`config.mk`:
```
export PLATFORM = sky130hd
export DESIGN_NAME = seq_detector_param
export DESIGN_NICKNAME = d
export VERILOG_FILES = /design/src/rtl/seq_detector_param.sv
export SDC_FILE = /design/constraint.sdc
export NUM_CORES = 1
export LEC_CHECK = 0
export ABC_AREA = 1
export CORE_MARGIN = 2
export CORE_UTILIZATION = 28
export DETAILED_ROUTE_END_ITERATION = 7
export PLACE_DENSITY_LB_ADDON = 0.15
export SYNTH_ARGS = -nofsm -noshare
export SYNTH_HDL_FRONTEND = slang
export SYNTH_SLANG_ARGS = --single-unit
export TNS_END_PERCENT = 5
```
`constraint.sdc`:
```
create_clock -name clk -period 1.65 [get_ports clk]
set_clock_uncertainty 0.1 [all_clocks]
set_input_delay 0.33 -clock clk [delete_from_list [all_inputs] [get_ports clk]]
set_output_delay 0.33 -clock clk [all_outputs]
set_load 0.01 [all_outputs]
```
`src/rtl/seq_detector_param.sv`:
```
// rtl/seq_detector_param.sv - parametrised serial sequence detector with loadable pattern and match counter
// Mealy match on the last LEN enabled bits; registered copy and saturating match count.
module seq_detector_param #(
  parameter int             LEN     = 3,
  parameter logic [LEN-1:0] PATTERN = 3'b110,
  parameter int             CNT_W   = 8
) (
  input  logic             clk,
  input  logic             rst,
  input  logic             en,
  input  logic             a,
  input  logic             overlap,
  input  logic             pat_load,
  input  logic [LEN-1:0]   pat_in,
  input  logic             clear,
  output logic             z,
  output logic             z_q,
  output logic [CNT_W-1:0] match_cnt,
  output logic             cnt_sat
);

  localparam int FW = $clog2(LEN + 1);

  typedef enum logic {S_FILL, S_ARMED} state_t;

  // Only the LEN-1 most recent bits matter: the oldest bit shifts out when the candidate forms.
  logic [LEN-2:0]   r_hist;
  logic [LEN-2:0]   w_hist_nxt;
  logic [FW-1:0]    r_fill;
  logic [FW-1:0]    w_fill_nxt;
  state_t           r_state;
  state_t           w_state_nxt;
  logic [LEN-1:0]   r_pat;
  logic [LEN-1:0]   w_cand;
  logic             w_z;
  logic             r_z_q;
  logic [CNT_W-1:0] r_cnt;
  logic             r_sat;
  logic             w_cnt_full;
  logic             w_cnt_last;

  always_ff @(posedge clk or negedge rst) begin
    if (!rst) begin
      r_state <= S_FILL;
      r_hist  <= '0;
      r_fill  <= '0;
      r_pat   <= PATTERN;
    end else begin
      r_state <= w_state_nxt;
      r_hist  <= w_hist_nxt;
      r_fill  <= w_fill_nxt;
      if (pat_load) r_pat <= pat_in;
    end
  end

  always_comb begin
    w_cand      = {r_hist, a};
    w_z         = en & ~pat_load & (r_fill >= FW'(LEN - 1)) & (w_cand == r_pat);
    w_hist_nxt  = r_hist;
    w_fill_nxt  = r_fill;
    w_state_nxt = r_state;
    if (pat_load) begin
      w_hist_nxt  = '0;
      w_fill_nxt  = '0;
      w_state_nxt = S_FILL;
    end else if (en) begin
      w_hist_nxt = w_cand[LEN-2:0];
      if (w_z && !overlap) begin
        // Non-overlapping: the matched bits are consumed, so refill from scratch.
        w_fill_nxt  = '0;
        w_state_nxt = S_FILL;
      end else if (r_state == S_FILL) begin
        w_fill_nxt  = r_fill + FW'(1);
        w_state_nxt = (r_fill == FW'(LEN - 1)) ? S_ARMED : S_FILL;
      end
    end
  end

  assign w_cnt_full = &r_cnt;
  assign w_cnt_last = (r_cnt == {{(CNT_W-1){1'b1}}, 1'b0});

  always_ff @(posedge clk or negedge rst) begin
    if (!rst) begin
      r_z_q <= 1'b0;
      r_cnt <= '0;
      r_sat <= 1'b0;
    end else begin
      r_z_q <= w_z;
      // clear beats a coincident match; the match still shows on z and z_q.
      if (clear) begin
        r_cnt <= '0;
        r_sat <= 1'b0;
      end else if (w_z && !w_cnt_full) begin
        r_cnt <= r_cnt + CNT_W'(1);
        if (w_cnt_last) r_sat <= 1'b1;
      end
    end
  end

  assign z         = w_z;
  assign z_q       = r_z_q;
  assign match_cnt = r_cnt;
  assign cnt_sat   = r_sat;

endmodule

```
[Word-level counts from Yosys, hierarchy flattened]
Index checks and enable logic that the tools add are counted.
Widths: inputs -> output; s select.
Cells by class
  add/subtract/negate cells: 2
  magnitude comparators: 1
  equal/unequal tests: 4
  mux-type cells: 16
  bitwise logic cells: 4
  reductions and logical operators: 10
Operators with widths (number)
  $mux 8: 2
  $mux 2: 6
  $add 8x1->8 const B: 1
  $eq 8x8->1 const B: 1
  $mux 1: 8
  $reduce_and 8->1: 1
  $reduce_bool 2->1: 3
  $reduce_and 2->1: 2
  $and 1x1->1: 3
  $eq 3x3->1: 1
  $ne 3x2->1 const B: 1
  $add 2x1->2 const B: 1
  $eq 2x2->1 const B: 1
  $ge 2x2->1 const B: 1
  $logic_and 1x1->1: 2
  $logic_not 1->1: 2
  $not 1->1: 1
Word-level totals
  register bits after elaboration: 18
  bits of input ports: 10
  output and inout port bits: 11
  word-level logic and storage cells: 44

[Longest topological paths before layout]
Gate-level depths: netlist (run 1).
  word-level depth: 8
  gate-level depth with buffers: 12
  depth with buffers taken out: 11

[Worst setup path after synthesis (run 1)]
No wires, ideal clock.
  path type: register to register
  start: reg r_cnt[0], in the netlist match_cnt[0]
  end: reg r_sat, in the netlist cnt_sat
  library setup time: 0.117 ns
  arrival time: 1.248 ns
  required time: 1.433 ns
  path slack: 0.185 ns
  cell stages (with the launch flop): 11
  path buffers: 1
  period minus slack after synthesis: 1.465 ns
  cells stage by stage: dfrtp_1 -> ha_1 -> inv_1 -> nor2_2 -> nand2_1 -> nand3_2 -> nand2_2 -> buf_6 -> nand2_1 -> nand2_1 -> nand2_1
Between the ends
  word-level cells in the longest chain between the ends: 5
  elaborated cells between the ends (all ways): 7
  classes of those cells: eq/ne (1); reduce/logical (6)
RTL lines
  from (decl): line 37  | logic [CNT_W-1:0] r_cnt;
  from (signal assigned): line 94  | r_cnt <= r_cnt + CNT_W'(1);
  $reduce_and 8->1: line 79  | assign w_cnt_full = &r_cnt;
  $logic_not 1->1: line 93  | end else if (w_z && !w_cnt_full) begin
  $logic_and 1x1->1: line 93
  $reduce_bool 2->1 (no line)
  $reduce_and 2->1 (no line) (*)
  to (signal assigned): line 86  | r_sat <= 1'b0;
  to (signal assigned): line 92  | r_sat <= 1'b0;
  to (signal assigned): line 95  | if (w_cnt_last) r_sat <= 1'b1;
  to (decl): line 38  | logic r_sat;
Every way passes the cells marked *; elsewhere a longest branch is shown, timed or not.
A chain may end at the register's enable or synchronous reset.

[Worst setup path in the final report (run 1)]
  start: reg r_fill[0]
  end: out z
Between the ends
  word-level cells in the longest chain between the ends: 3
RTL lines
  from (decl): line 29  | logic [FW-1:0] r_fill;
  from (signal assigned): line 51  | r_fill <= w_fill_nxt;
  $ge 2x2->1: line 58  | w_z = en & ~pat_load & (r_fill >= FW'(LEN - 1)) & (w_cand == r_pat);
  $and 1x1->1 (2 in a row): line 58
  to (decl): line 16  | output logic z,
No other way between the ends.

==> results of run 1 <==
cell families (layout without fill, tap and decap cells):
family,count (synthesis),count (layout),synth area share
AO/OA/AOI/OAI,15,15,0.0794
buffers and inverters,28,67,0.114
XOR/XNOR,2,2,0.0166
adder cells (fa/ha/maj),3,3,0.0355
AND/OR/NAND/NOR,77,77,0.326
flip-flops,18,18,0.429
cell type report:
type                       instances  area [sq um]
multi-input combinational         97           498
sequential                        18           455
fill                             400          2130
timing repair buffer              37           334
tap                               48          60.1
clock buffer                       4          55.1
inverter                          26           100
registers in the layout, indices dropped and copies added (netlist names):
register / cells
r_fill: 2
match_cnt: 8
r_state: 1
cnt_sat: 1
r_pat: 3
r_hist: 2
z_q: 1
per-stage QoR:
stage	setup slack [ns]	util
6_report	-0.107	0.414
5_1_grt	-0.196	0.414
4_1_cts	-0.126	0.405
3_5_place_dp	-0.568	0.391
3_3_place_gp	-0.521	0.391
2_1_floorplan	0.185	-
power groups by stage:
| stage | sequential, mW | clock (mW) | combinational, mW |
|---|---|---|---|
| 2_1_floorplan | 0.516 | 0 | 0.119 |
| 4_1_cts | 0.501 | 0.374 | 0.264 |
| 6_report | 0.501 | 0.358 | 0.267 |
| 3_3_place_gp | 0.509 | 0 | 0.264 |
| 5_1_grt | 0.505 | 0.393 | 0.301 |
| 3_5_place_dp | 0.509 | 0 | 0.267 |
per-layer routing:
layer  global-route usage  up-vias  wire length [microns]
li1                     -      516                      -
met1                0.133      437                   1040
met2                0.219       17                   1120
met3               0.0205        2                     93
met4               0.0391        0                     12
met5                    0        -                      0
placed cells by master, fill, tap and decap left out, drive strengths merged:
master / count
o31ai: 1
inv: 26
dlymetal6s2s: 4
nor3b: 1
o22ai: 2
dfrtp: 16
dfstp: 2
nor3: 1
nand4: 1
buf: 18
clkdlybuf4s50: 10
ha: 3
nor2: 12
xor2: 2
nand2: 50
a21oi: 2
dlygate4sd2: 5
clkbuf: 4
nand3: 12
o21ai: 10
worst reg2reg max path: cells and delay by family, from the launching register on:
kind	cells	cell delay, ns
flip-flops	1	0.38
adder cells (fa/ha/maj)	1	0.16
buffers and inverters	4	0.33
AO/OA/AOI/OAI	1	0.08
AND/OR/NAND/NOR	6	0.45
worst paths after layout:
check / start / endpoint / cells past startpoint
min in group clk: cnt_sat$_DFFE_PN0P_ / cnt_sat$_DFFE_PN0P_ / 2
worst min-delay path: rst / match_cnt[0]$_DFFE_PN0P_ / 2
worst max register to register: r_fill[0]$_DFFE_PN0P_ / match_cnt[0]$_DFFE_PN0P_ / 12
max in group asynchronous: rst / r_pat[1]$_DFFE_PN1P_ / 2
worst min register to register: cnt_sat$_DFFE_PN0P_ / cnt_sat$_DFFE_PN0P_ / 2
worst max-delay path: r_fill[0]$_DFFE_PN0P_ / z / 9
repair_timing:
item,CTS,global route
gates resized for setup,13,13
cloned,0,0
endpoints found under the setup margin,5,15
pin swaps,2,0
setup buffers,0,0
==> results.cfg, run 1 <==
[cts]
cts_buffers = 3
cts-root-buf = clkbuf_8
clk_latency_ns = 0.25
cts_tree = built
h-tree-depth = 1
clkSinkCount = 18
cts_buffer_depth = 2
cts_hold_buf = 0
clk_pin_slew_worst_paths_ns = 0.07

[logic_synthesis]
synth_top_area_share = 0.379
synth.distinct_cells = 23
synth_area_sq_um = 1060
synth_area_leaders = dfrtp_1 (38%), nand2_1 (17%), inv_1 (8.2%), nand3_1 (5.2%), dfstp_2 (5.0%)
synth_edf_count = 0
synth_flop_cell = dfrtp_1
synth.ff_latch_count = 18
syn_area_per_cell_sq_um = 7.38
synth-seq-area-share = 0.429
syn_nets = 156
yosysTopAreaCell = dfrtp_1
syn_inst = 143
synth_warnings = 0
synth.most_common_cell = nand2_1
synth-async-reset-ratio = 1.00
ys_top_cells_by_count = nand2_1 (48), inv_1 (23), dfrtp_1 (16)

[flow_run]
max-cap-violations = 0

[sta]
final_max_slew_viol_count = 0
finalCriticalPeriod_ns = 1.76
tns_ns = -0.107
fin_hold_ws_ns = 0.313
fin_crit_sh = 1.07
relSlewSlack = 0.782
hold_viol = 0
worstMarginPinSlew_ns = 0.325
setup-violations-final = 1
fin_ws_ns = -0.107
max_freq_mhz = 569
rsz0062_at_grt = true

[power]
p_comb_frac = 0.237
swShare = 0.268
switching_power_mw = 0.301
p_leak_nw = 0.811
p_int_mw = 0.825
power_frac_clock = 0.318
power.total_mw = 1.13
p_seq_frac = 0.445
ir_worst_vdd_v = 0.000239
power_density_nw_per_um2 = 749

[detailed_routing]
ant_nets = 0
dr_total_vias = 972
firstDrtPassIters = 4
routed_wirelength_mm = 2.26
post-route-drc-count = 0
routedWlPerCell_microns = 9.84
via_per_inst = 4.23
drtIter0Drc = 62

[setup_path]
crit_slowest_cell = dfrtp_1
cp-start-kind = register
critPathArrivalTime_ns = 1.33
cp-end-kind = output port
path_max_fanout = 2
regToRegSetupSlack_ns = 0.07
worst-path-buf-inv = 4
required_ns = 1.22
crit_type = reg -> out
max_stage_delay_ns = 0.38
cp_cell_sequence = inv_1 -> ha_1 -> inv_2 -> nand2_1 -> nand2_2 -> nor2_4 -> nand2_1 -> inv_1 -> buf_2
critPathTopFamily = flip-flops

[grt]
overflow = 0
track_usage = 0.117
antenna_found_initial = 0
grt_max_degree = 19
grt_pass1_wl_mm = 3.93
first_global_vias = 992

[place]
placed_area_sq_um = 1420
gp_congestion = 0.747
dp_hpwl_mm = 1.79
portBuffers = 20
dp.cells = 226

[final_layout]
diodes = 0
final_cells = 230
drive_above_1_share = 0.236
final_nets = 196
final_area_sq_um = 1500
area_growth_pct = 42.3

[floorplanning]
dieArea_sq_um = 4280
die_w_microns = 65.4
chipHeight_microns = 65.4
ios = 21
core_area_sq_um = 3630
rows = 22
initial_core_util = 0.291

[run_status]
violations = setup timing
outcome = finished with violations

[worst_hold_path]
hp-class = in -> async
Note: power is estimated with default switching activity, not from simulation.
==> run 2: changes to the inputs <==
CORE_MARGIN = 1   (was 2)
==> results.cfg, run 2 (same netlist as run 1, synthesis figures left out) <==
[final_layout]
final_nets = 195
fill_cells = 382
drive_above_1_share = 0.249
multi_input_comb_area_sq_um = 515
largest_register_ffs = 8
area_growth_pct = 42.8
final_common_cell = nand2_1
diodes = 0
layout_common_cells = nand2_1 (46), inv_1 (19), dfrtp_1 (15), buf_4 (15)
regArea_sq_um = 454
final_cells = 227

[grt]
grt_max_degree = 19
first_global_vias = 942
track_usage = 0.127
overflow = 0
grt_pass1_wl_mm = 3.99
antenna_found_initial = 0

[setup_path]
crit_type = in -> out
r2r_cells = 12
cp-end-kind = output port
reg2reg_from = r_fill[0]$_DFFE_PN0P_
path_max_fanout = 2
critPathLaunch = pat_load
r2r-end = match_cnt[5]$_DFFE_PN0P_
critPathArrivalTime_ns = 1.33
regToRegSetupSlack_ns = 0.06
required_ns = 1.22
cp-start-kind = input port

[detailed_routing]
drtIter0Drc = 32
via_per_inst = 4.31
dr_total_vias = 978
post-route-drc-count = 0
routed_wirelength_mm = 2.25
routedWlPerCell_microns = 9.93
firstDrtPassIters = 4
ant_nets = 0

[run_status]
outcome = finished with violations
violations = setup timing

[place]
dp_hpwl_mm = 1.73
gp_congestion = 0.824
place_ws_ns = -0.560
portBuffers = 20
dp.cells = 223

[worst_hold_path]
hp-class = in -> async

[sta]
fin_crit_sh = 1.06
max_freq_mhz = 569
fin_ws_ns = -0.107
relSlewSlack = 0.777
rsz0062_at_grt = true
finalCriticalPeriod_ns = 1.76
final_max_slew_viol_count = 0
worstMarginPinSlew_ns = 0.332
setup-violations-final = 1
hold_viol = 0

[cts]
cts-root-buf = clkbuf_8
cts_buffer_depth = 2
cts_buffers = 3
clk_latency_ns = 0.26
clkSinkCount = 18
clk_pin_slew_worst_paths_ns = 0.07
h-tree-depth = 1
cts_tree = built

[floorplanning]
chipHeight_microns = 63.4
die_w_microns = 63.4
rows = 21
dieArea_sq_um = 4020
ios = 21
initial_core_util = 0.304
core_area_sq_um = 3470

[power]
ir_worst_vdd_v = 0.000436
p_leak_nw = 0.789
power_density_nw_per_um2 = 757

[flow_run]
max-cap-violations = 0
-- run 2: changes by cell type in the layout (fill, tap and decap cells not counted), sizes merged --
| cell | previous run | this run |
|---|---|---|
| dlymetal6s2s | 4 | 3 |
| dlygate4sd2 | 5 | 6 |
| buf | 18 | 17 |
-- run 2: layout make-up --
cell class                 instances  area share
tap                               46      0.0382
sequential                        18       0.301
clock buffer                       4      0.0365
multi-input combinational         97       0.342
timing repair buffer              36       0.216
inverter                          26      0.0664
-- run 2: what timing repair did --
| item | in CTS | in global routing |
|---|---|---|
| endpoints found under the setup margin | 7 | 14 |
| buffers inserted | 0 | 0 |
| cloned | 0 | 0 |
| pin swaps | 0 | 4 |
| endpoints found under the hold margin | 0 | 0 |
| hold buffers | 0 | 0 |
| resized for setup | 11 | 18 |
-- run 2: through the flow --
step,utilization,hold slack (ns),cell area (sq um),power [mW],TNS (ns)
2_1_floorplan,-,-0.0656,1060,0.635,0
3_3_place_gp,0.407,0.361,1410,0.764,-2.73
3_5_place_dp,0.407,0.371,1410,0.768,-2.99
4_1_cts,0.420,0.306,1460,1.14,-0.175
5_1_grt,0.435,0.313,1510,1.22,-0.586
6_report,0.435,0.301,1510,1.14,-0.107
-- run 2: worst max-delay path by stage --
stage	to	slack, ns	depth (start not counted)
after floorplan	cnt_sat$_DFFE_PN0P_	0.19	10
after global placement	z	-0.55	8
after detailed placement	z	-0.56	8
after CTS	z	-0.18	9
after global routing	z	-0.19	9
final	z	-0.11	7
-- run 2: critical path: stages --
cell and delay [ns]:
clkdlybuf4s50_1 0.46, nor2_4 0.14, nand2_2 0.07, nor2_4 0.11, nand2_2 0.06, inv_2 0.06, buf_6 0.09
-- run 2: power breakdown --
part | switching (mW) | internal, mW
Sequential | 0.0262 | 0.479
Clock | 0.156 | 0.212
Combinational | 0.135 | 0.133
Total | 0.317 | 0.824
-- run 2: routing by layer --
layer  up-vias  GRT usage  share of wire
met3         2     0.0326          0.035
met4         0     0.0597         0.0084
met1       441      0.155           0.48
met5         -          0              0
met2        19      0.207           0.48
li1        516          -              -
==> run 3: changes to the inputs <==
TNS_END_PERCENT = 10   (was 5)
==> results of run 3 <==
The final DEF is identical to that of run 2; final timing and power are the same.
